## src/rtl/ahb3_pkg.sv

```systemverilog
// Shared AHB-lite definitions: transfer/size/response encodings (matching
// amba3.svh), the SRAM model FSM state type and a byte-lane enable helper.
package ahb3_pkg;

  typedef enum logic [1:0] {
    HTRANS_IDLE   = 2'b00,
    HTRANS_BUSY   = 2'b01,
    HTRANS_NONSEQ = 2'b10,
    HTRANS_SEQ    = 2'b11
  } htrans_e;

  localparam logic [2:0] HSIZE_BYTE = 3'b000;
  localparam logic [2:0] HSIZE_HALF = 3'b001;
  localparam logic [2:0] HSIZE_WORD = 3'b010;

  localparam logic HRESP_OKAY  = 1'b0;
  localparam logic HRESP_ERROR = 1'b1;

  typedef enum logic [2:0] {
    ST_IDLE,
    ST_WAIT,
    ST_DATA,
    ST_ERR1,
    ST_ERR2
  } sram_state_e;

  // Little-endian lane enables for a transfer of the given size at addr[1:0].
  function automatic logic [3:0] byte_en(input logic [2:0] size, input logic [1:0] addr_lo);
    logic [3:0] be;
    case (size)
      HSIZE_BYTE: be = 4'b0001 << addr_lo;
      HSIZE_HALF: be = 4'b0011 << addr_lo;
      HSIZE_WORD: be = 4'b1111;
      default:    be = 4'b0000;
    endcase
    return be;
  endfunction

endpackage

```

## src/rtl/ahb3_bytelane_dec.sv

```systemverilog
// Byte-lane decoder for 32-bit AHB slaves: size + addr[1:0] -> lane enables
// and a misalignment flag (odd halfword, word not on a 4-byte boundary).
module ahb3_bytelane_dec (
  input  logic [2:0] size,
  input  logic [1:0] addr_lo,
  output logic [3:0] be,
  output logic       misalign
);
  import ahb3_pkg::*;

  // Purely combinational lane and alignment decode.
  always_comb begin
    be       = byte_en(size, addr_lo);
    misalign = 1'b0;
    case (size)
      HSIZE_HALF: misalign = addr_lo[0];
      HSIZE_WORD: misalign = (addr_lo != 2'b00);
      default:    misalign = 1'b0;
    endcase
  end

endmodule

```

## config.mk

```make
export PLATFORM = sky130hd
export DESIGN_NAME = ahb3_bytelane_dec
export DESIGN_NICKNAME = d
export VERILOG_FILES = /design/src/rtl/ahb3_pkg.sv /design/src/rtl/ahb3_bytelane_dec.sv
export SDC_FILE = /design/constraint.sdc
export NUM_CORES = 1
export LEC_CHECK = 0
export ABC_AREA = 1
export BUFFER_PORTS_ARGS = -buffer_cell sky130_fd_sc_hd__buf_4
export CORE_AREA = 2 2 39 41
export DETAILED_ROUTE_END_ITERATION = 10
export DIE_AREA = 0 0 41 43
export PLACE_DENSITY = 0.3
export SKIP_LAST_GASP = 1
export SLEW_MARGIN = 25
export SYNTH_ARGS = -nofsm -noshare
export SYNTH_HDL_FRONTEND = slang
export SYNTH_SLANG_ARGS = --single-unit
```

## constraint.sdc

```tcl
create_clock -name vclk -period 0.8
set_clock_uncertainty 0.2 [all_clocks]
set_input_delay 0.16 -clock vclk [all_inputs]
set_output_delay 0.16 -clock vclk [all_outputs]
set_load 0.02 [all_outputs]
```

Word-level counts from Yosys, hierarchy flattened
Cells that the tools add are included.

cells by class
  equality and inequality tests = 2
  shifts and indexed selects = 2
  multiplexer cells = 2
  reduce and logical (&&, ||, !) cells = 2

operator list
  cell                   count
  $pmux W4 S3            1
  $shl A1 B2 Y4 const A  1
  $shl A2 B2 Y4 const A  1
  $eq A3 B1 Y1 const B   1
  $eq A3 B2 Y1 const B   1
  $logic_not A3 Y1       1
  $pmux W1 S2            1
  $reduce_bool A2 Y1     1

storage, ports and cells
  register bits = 0
  input bits = 5

Longest topological paths before layout
Gate-level depths: netlist of the first run.

  word-level depth = 2
  mapped depth = 5

Least setup slack after synthesis of the first run
OpenSTA, ideal clock, no wires.

  path type = input-to-output
  from = input port size[0]
  to = output port be[2]
  arrival = 0.658 ns
  setup slack = -0.218 ns
  stages on the path = 5
  buffers on the path = 0
  cell sequence = nor2_2 -> nand2_1 -> nand2_2 -> nand3_1 -> nand3_1

on the way
  cells in the longest elaborated chain, start to end = 2

RTL lines
  element                               RTL line                text
  start, declared                       ahb3_bytelane_dec.sv:4  input logic [2:0] size,
  $eq A3 B2 Y1 (tied with other cells)  ahb3_pkg.sv:30          case (size)
  $pmux W4 S3 *                         ahb3_pkg.sv:30
  end, declared                         ahb3_bytelane_dec.sv:6  output logic [3:0] be,

Mark *: on every way between the ends. The rest lies on a longest branch, timed or not.

Worst setup path in the final report of the first run
  from = input port size[2]
  to = output port be[3]

Same word-level chain as after synthesis.

==> results_dict.tcl, run 1 <==
set metrics [dict create \
    outcome "finished with violations" \
    violations "setup timing" \
    syn_avg_cell_area_um2 5.005 \
    power_uw 193.7 \
    place.port_buffers 10 \
    endpoint "be[3]" \
    drt.antenna.violating_nets 0 \
    vias 194 \
    fillers 161 \
    synth_area_leaders "nand2_1, nand3_1, inv_1, nand2_2, nor2_4" \
    synth_top_cell_area_share_pct 22.83 \
    syn-cell-area_um2 115.1 \
    worstSetupStartpoint "size[2]" \
    antenna_found_initial 0 \
    synthDistinctLibCells 9 \
    arrival_ns 0.80 \
    clkbuf_count 0 \
    dp_slack_ns -0.4164 \
    die_w_um 41 \
    whs_ns 0.4395 \
    start_kind "input pin" \
    core_area_um2 1384 \
    ys_warn_count 0 \
    cp_max_fo 4 \
    top_level_ports 10 \
    first_pass_iters 1 \
    vdd_drop_max_mv 0.1218 \
    drt_iter0_drc 0 \
    seq_cells 0 \
    synthesis.nets 28 \
    slew_headroom_pct 91.85 \
    utilization_pct 25.95 \
    rsz0062_at_grt "true" \
    hold_buffers 0 \
    period_share_pct 145.4 \
    finalSetupViolCount 5 \
    maxCapViolCount 0 \
    synth_top_cell_by_area "nand2_1" \
    layout_setup_ws_ns -0.3630 \
    hold_violations 0 \
    grt_max_degree 5 \
    layout_common_cells "buf_6, buf_4, nand2_2" \
    crit_type "in2out" \
    maxSlewViolCount 0 \
    drive_above_1_share_pct 92.11 \
    synthCells 23 \
    worstMarginPinSlew_ns 0.1219 \
    multi_input_area_um2 167.7 \
    area_delta_synth_final_pct 212.0 \
    regArea_um2 0 \
    hpwl_um 331.3 \
    start_util_pct 8.318 \
    required_ns 0.44 \
    hp-class "in2out" \
    finalWirelength_um 433 \
    globalRouteTotalUtil_pct 5.295 \
    grt_first_pass_wirelength_um 703 \
    viasPerCell 3.593 \
    antenna_cells 0 \
    post-route-drc-count 0 \
    die-area_um2 1763 \
    cp-end-kind "primary output" \
    grt-ovfl-total 0 \
    p_leak_uw 0.0001763 \
    wl_per_cell_um 8.019 \
    final_nets 45 \
    power_density_nw_per_um2 539.5 \
    layout_commonest_cell "buf_6" \
    placementRows 14 \
    placed_cell_area_um2 260.3 \
    fin_area_um2 359.1 \
    routabilityCongestion 0.6561 \
    yosysSeqAreaShare_pct 0 \
    grt_pass1_vias 204 \
    fin_crit_ns 1.163 \
    die_h_um 43 \
    clock.fmax_ghz 0.8598 \
]
==> cell type report <==
| cell class | count | share of cell area, % |
|---|---|---|
| Tap cell | 16 | 5.575 |
| Inverter | 4 | 4.878 |
| Multi-Input combinational cell | 19 | 46.69 |
| Timing Repair Buffer | 15 | 42.86 |
==> layer usage <==
layer	track usage [%]	part of all wire, %	vias to the layer above
li1	-	-	102
met3	0	3.9	0
met4	0	0	0
met1	5.696	36	88
met5	0	0	-
met2	10.94	60	4
==> cell families (layout without fill, tap and decap cells) <==
logic type             after synthesis  after routing  share of synthesized area [%]
buffers and inverters                4             19                          13.04
AND/OR/NAND/NOR                     19             19                          86.97
==> stage by stage <==
step                      setup TNS [ns]  cells
after floorplan                  -0.7241     23
after global placement            -1.964     53
after detailed placement          -1.990     53
after CTS                         -1.771     54
after global routing              -1.971     54
final                             -1.780     54
==> worst min-delay path by stage <==
stage,startpoint,endpoint,cells after the start
after floorplan,addr_lo[1],be[3],2
after global routing,size[1],be[0],4
after global placement,size[1],be[0],4
after detailed placement,size[1],be[0],4
after CTS,size[1],be[0],4
final,size[1],be[0],4
==> where the power goes <==
| group | total, µW | internal, µW | switching (µW) |
|---|---|---|---|
| Sequential | 0 | 0 | 0 |
| Combinational | 194 | 99.7 | 94.0 |
| Clock | 0 | 0 | 0 |
| Total | 194 | 99.7 | 94.0 |
==> cells in the mapped netlist, drive strengths merged <==
cell / n
nand2: 9
nand3: 5
inv: 4
nor2: 4
or2: 1
==> what timing repair did <==
action | CTS | global route
setup buffers | 1 | 0
pin swaps | 10 | 0
setup endpoints to repair | 5 | 5
gates resized for setup | 25 | 1
==> critical path, cell delays in order <==
cell and delay (ns):
buf_8 0.10, nor2_4 0.13, nand2_2 0.08, nand2_4 0.08, nand3_2 0.07, nand2_2 0.06
buf_6 0.11
(Power assumes the default switching activity.)
==> inputs of run 2 (changes only) <==
--- a/config.mk
+++ b/config.mk
@@ -11,6 +11,7 @@
 export DETAILED_ROUTE_END_ITERATION = 10
 export DIE_AREA = 0 0 41 43
 export PLACE_DENSITY = 0.3
+export REMOVE_ABC_BUFFERS = 1
 export SKIP_LAST_GASP = 1
 export SLEW_MARGIN = 25
 export SYNTH_ARGS = -nofsm -noshare
==> run 2 against run 1 <==
Against the previous run:
- the flow still finishes with violations (setup timing)
- critical path depth unchanged
- core utilization decreased by 2.1 points
- first-iteration DRC count unchanged
- cell count decreased by 5.6%
- critical path type unchanged
- largest cell class unchanged
==> results_dict.tcl, run 2 (synthesis gave the netlist of run 1 again) <==
set metrics [dict create \
    fillers 165 \
    drt_iter0_drc 0 \
    seq_cells 0 \
    maxSlewViolCount 0 \
    wl_per_cell_um 7.000 \
    worstMarginPinSlew_ns 0.1173 \
    cp_max_fo 4 \
    utilization_pct 23.87 \
    grt_first_pass_wirelength_um 669 \
    cp-end-kind "primary output" \
    period_share_pct 146.6 \
    crit_type "in2out" \
    area_delta_synth_final_pct 187.0 \
    core_area_um2 1384 \
    die-area_um2 1763 \
    vias 181 \
    whs_ns 0.4599 \
    grt_max_degree 6 \
    violations "setup timing" \
    die_h_um 43 \
    post-cts-setup-buffers 0 \
    drive_above_1_share_pct 88.57 \
    placementRows 14 \
    arrival_ns 0.81 \
    final_nets 42 \
    start_util_pct 8.318 \
    place.port_buffers 10 \
    maxCapViolCount 0 \
    clock.fmax_ghz 0.8527 \
    regArea_um2 0 \
    antenna_cells 0 \
    antenna_found_initial 0 \
    hold_violations 0 \
    fin_cells 51 \
    dp_slack_ns -0.4261 \
    slew_headroom_pct 92.16 \
    outcome "finished with violations" \
    clkbuf_count 0 \
    grt_pass1_vias 193 \
    layout_setup_ws_ns -0.3727 \
    finalWirelength_um 357 \
    globalRouteTotalUtil_pct 4.895 \
    rsz0062_at_grt "true" \
    hold_buffers 0 \
    start_kind "input pin" \
    power_uw 178.6 \
    p_leak_uw 0.0001625 \
    vdd_drop_max_mv 0.1125 \
    required_ns 0.44 \
    power_density_nw_per_um2 540.7 \
    drt.antenna.violating_nets 0 \
    post-route-drc-count 0 \
    dp.cells 51 \
    grt-ovfl-total 0 \
    fin_crit_ns 1.173 \
    first_pass_iters 1 \
    finalSetupViolCount 5 \
    viasPerCell 3.549 \
    die_w_um 41 \
    hp-class "in2out" \
    routabilityCongestion 0.6482 \
    layout_common_cells "nand2_2, buf_6, nand3_2, buf_4, nor2_4" \
    top_level_ports 10 \
    hpwl_um 310.8 \
]
==> run 2: path summary, 6_finish.rpt <==
check | from | cells past startpoint | slack (ns) | endpoint
worst max-delay path | size[0] | 7 | -0.37 | be[2]
worst min-delay path | size[1] | 4 | 0.46 | be[0]
==> run 2: cell type report <==
class | instances | area (µm²) | share of cell area (%)
inverters | 4 | 17.52 | 5.303
multi-input cells | 19 | 165.2 | 50.00
repair buffers | 12 | 127.6 | 38.64
well taps | 16 | 20.02 | 6.061
==> run 2: metal layers <==
metal | global-route usage (%) | part of all wire [%] | vias up
met5 | 0 | 0 | -
met4 | 0 | 0 | 0
met3 | 0 | 5.3 | 0
met2 | 9.063 | 55 | 5
met1 | 6.329 | 39 | 81
li1 | - | - | 95
==> run 2: power breakdown <==
group	internal (µW)	switching [µW]	total, µW
sequential	0	0	0
clock	0	0	0
combinational	88.0	90.6	179
total	88.0	90.6	179
==> run 2: timing repair <==
item / 4_1_cts / 5_1_grt
pin swaps: 8 / 5
endpoints found under the setup margin: 5 / 5
resized for setup: 27 / 3
==> run 2: through the flow <==
step,setup TNS [ns],area (µm²)
global route,-2.060,330.3
floorplan,-0.9819,115.1
finish,-1.808,330.3
CTS,-1.820,321.6
detailed placement,-2.026,225.2
global placement,-2.025,225.2
==> run 2: critical path, stage by stage <==
cell and delay, ns:
buf_8 0.10, nor2_4 0.13, nand2_2 0.08, nand2_4 0.10, nand3_2 0.07, nand3_2 0.07
buf_6 0.11
==> inputs of run 3 (changes only) <==
--- a/config.mk
+++ b/config.mk
@@ -5,7 +5,6 @@
 export SDC_FILE = /design/constraint.sdc
 export NUM_CORES = 1
 export LEC_CHECK = 0
-export ABC_AREA = 1
 export BUFFER_PORTS_ARGS = -buffer_cell sky130_fd_sc_hd__buf_4
 export CORE_AREA = 2 2 39 41
 export DETAILED_ROUTE_END_ITERATION = 10
==> run 3 against run 2 <==
Against the previous run:
- the run still ends with setup timing left
- worst hold slack improved by 0.015 ns
- maximum frequency increased by 3.0%
- first-iteration DRC count unchanged
- via count decreased by 10%
- non-clock buffer count decreased by 1
- core utilization decreased by 2.7 points
- cell count decreased by 16%
- area after synthesis decreased by 20%
- global-route usage decreased by 0.80 points
- power decreased by 4.3%
- die area unchanged
- critical path type unchanged
- critical endpoint unchanged
- largest cell class unchanged
==> results_dict.tcl, run 3 <==
set metrics [dict create \
    violations "setup timing" \
    ys_warn_count 0 \
    post-route-drc-count 0 \
    hold_violations 0 \
    power_density_nw_per_um2 583.5 \
    synthDistinctLibCells 12 \
    grt-ovfl-total 0 \
    routabilityCongestion 0.6371 \
    layout_setup_ws_ns -0.3383 \
    regArea_um2 0 \
    synth_area_leaders "a21oi_1, nand3b_1, nand2b_1, a21o_2, o21bai_1" \
    dp.cells 43 \
    finalWirelength_um 373 \
    worstMarginPinSlew_ns 0.2118 \
    crit_type "in2out" \
    max_stage_delay_ns 0.23 \
    post-cts-setup-buffers 0 \
    maxSlewViolCount 0 \
    layout_commonest_cell "buf_4" \
    path_cells "buf_8 -> a21o_4 -> a31oi_4 -> buf_6" \
    synth_top_cell_area_share_pct 16.22 \
    place.port_buffers 10 \
    core_area_um2 1384 \
    hpwl_um 283.5 \
    first_pass_iters 1 \
    start_util_pct 6.691 \
    syn-cell-area_um2 92.59 \
    cp_max_fo 4 \
    synth_top_cell_by_area "a21oi_1" \
    die_h_um 43 \
    cp_slowest_cell "a21o_4" \
    fin_cells 43 \
    synth_common_cells "a21oi_1, nand2b_1, nand3b_1" \
    synthCells 16 \
    fin_crit_ns 1.138 \
    globalRouteTotalUtil_pct 4.096 \
    start_kind "input pin" \
    clkbuf_count 0 \
    yosysMostFrequentCell "a21oi_1" \
    rsz0062_at_grt "true" \
    final_nets 34 \
    antenna_found_initial 0 \
    top_level_ports 10 \
    drive_above_1_share_pct 77.78 \
    layout_common_cells "buf_4, buf_8, a21oi_2" \
    critPathTopFamily "compound AO/OA/AOI/OAI gates" \
    area_delta_synth_final_pct 216.2 \
    wl_per_cell_um 8.674 \
    period_share_pct 142.3 \
    viasPerCell 3.767 \
    hp-class "in2out" \
    tns_ns -1.544 \
    drt.antenna.violating_nets 0 \
    die_w_um 41 \
    finalSetupViolCount 5 \
    grt_max_degree 7 \
    placementRows 14 \
    dp_slack_ns -0.3994 \
    drt_iter0_drc 0 \
    cp-end-kind "primary output" \
    yosysSeqAreaShare_pct 0 \
    required_ns 0.44 \
    slew_headroom_pct 85.73 \
    die-area_um2 1763 \
    antenna_cells 0 \
    grt_first_pass_wirelength_um 545 \
    maxCapViolCount 0 \
    cp.buffers_inverters 2 \
    outcome "finished with violations" \
    fillers 161 \
    vias 162 \
    arrival_ns 0.78 \
    p_leak_uw 0.0001166 \
    utilization_pct 21.16 \
    clock.fmax_ghz 0.8785 \
    grt_pass1_vias 127 \
    vdd_drop_max_mv 0.2167 \
    syn_avg_cell_area_um2 5.787 \
    seq_cells 0 \
]
[run 3: cell count changes in the layout (fill, tap and decap cells not counted), moves of 3 or more]
| cell | previous run | this run |
|---|---|---|
| a21oi_2 | 0 | 3 |
| buf_6 | 6 | 2 |
| nand2_2 | 6 | 1 |
| nand3_2 | 4 | 0 |
[run 3: final timing paths]
check,startpoint,end,slack (ns),cells after the start
setup / recovery,size[1],be[2],-0.34,4
hold / removal,size[1],be[0],0.47,4
[run 3: repair_timing]
item / CTS / global route
resized for setup: 17 / 5
hold buffers: 0 / 0
setup endpoints to repair: 5 / 5
gates cloned: 0 / 0
pin swaps: 6 / 3
[run 3: power by group]
part	internal (µW)	switching, µW	total (µW)
Combinational	92.1	78.7	171
Clock	0	0	0
Sequential	0	0	0
Total	92.1	78.7	171
[run 3: cells by family after synthesis]
| family | Yosys count | share of synthesized area (%) |
|---|---|---|
| buffers and inverters | 1 | 4.050 |
| AND/OR/NAND/NOR | 7 | 44.58 |
| AO/OA/AOI/OAI | 8 | 51.35 |
[run 3: metrics by stage]
stage / total power (µW) / hold slack (ns) / area, µm²
final: 170.8 / 0.4748 / 292.8
after floorplan: 52.77 / 0.1969 / 92.59
after detailed placement: 115.0 / 0.4831 / 195.2
after global placement: 114.8 / 0.4836 / 195.2
after CTS: 161.8 / 0.4748 / 275.3
after global routing: 182.2 / 0.4887 / 292.8
[run 3: layer usage]
| metal | vias to the layer above | track usage [%] | part of all wire [%] |
|---|---|---|---|
| li1 | 81 | - | - |
| met1 | 73 | 6.329 | 35 |
| met2 | 8 | 5.938 | 49 |
| met3 | 0 | 1.047 | 16 |
| met4 | 0 | 0 | 0 |
| met5 | - | 0 | 0 |
[run 3: cell type report]
type / count / area, µm² / area share, %
multi-input cells: 15 / 146.4 / 50.00
repair buffers: 11 / 120.1 / 41.03
well taps: 16 / 20.02 / 6.838
inverters: 1 / 6.256 / 2.137
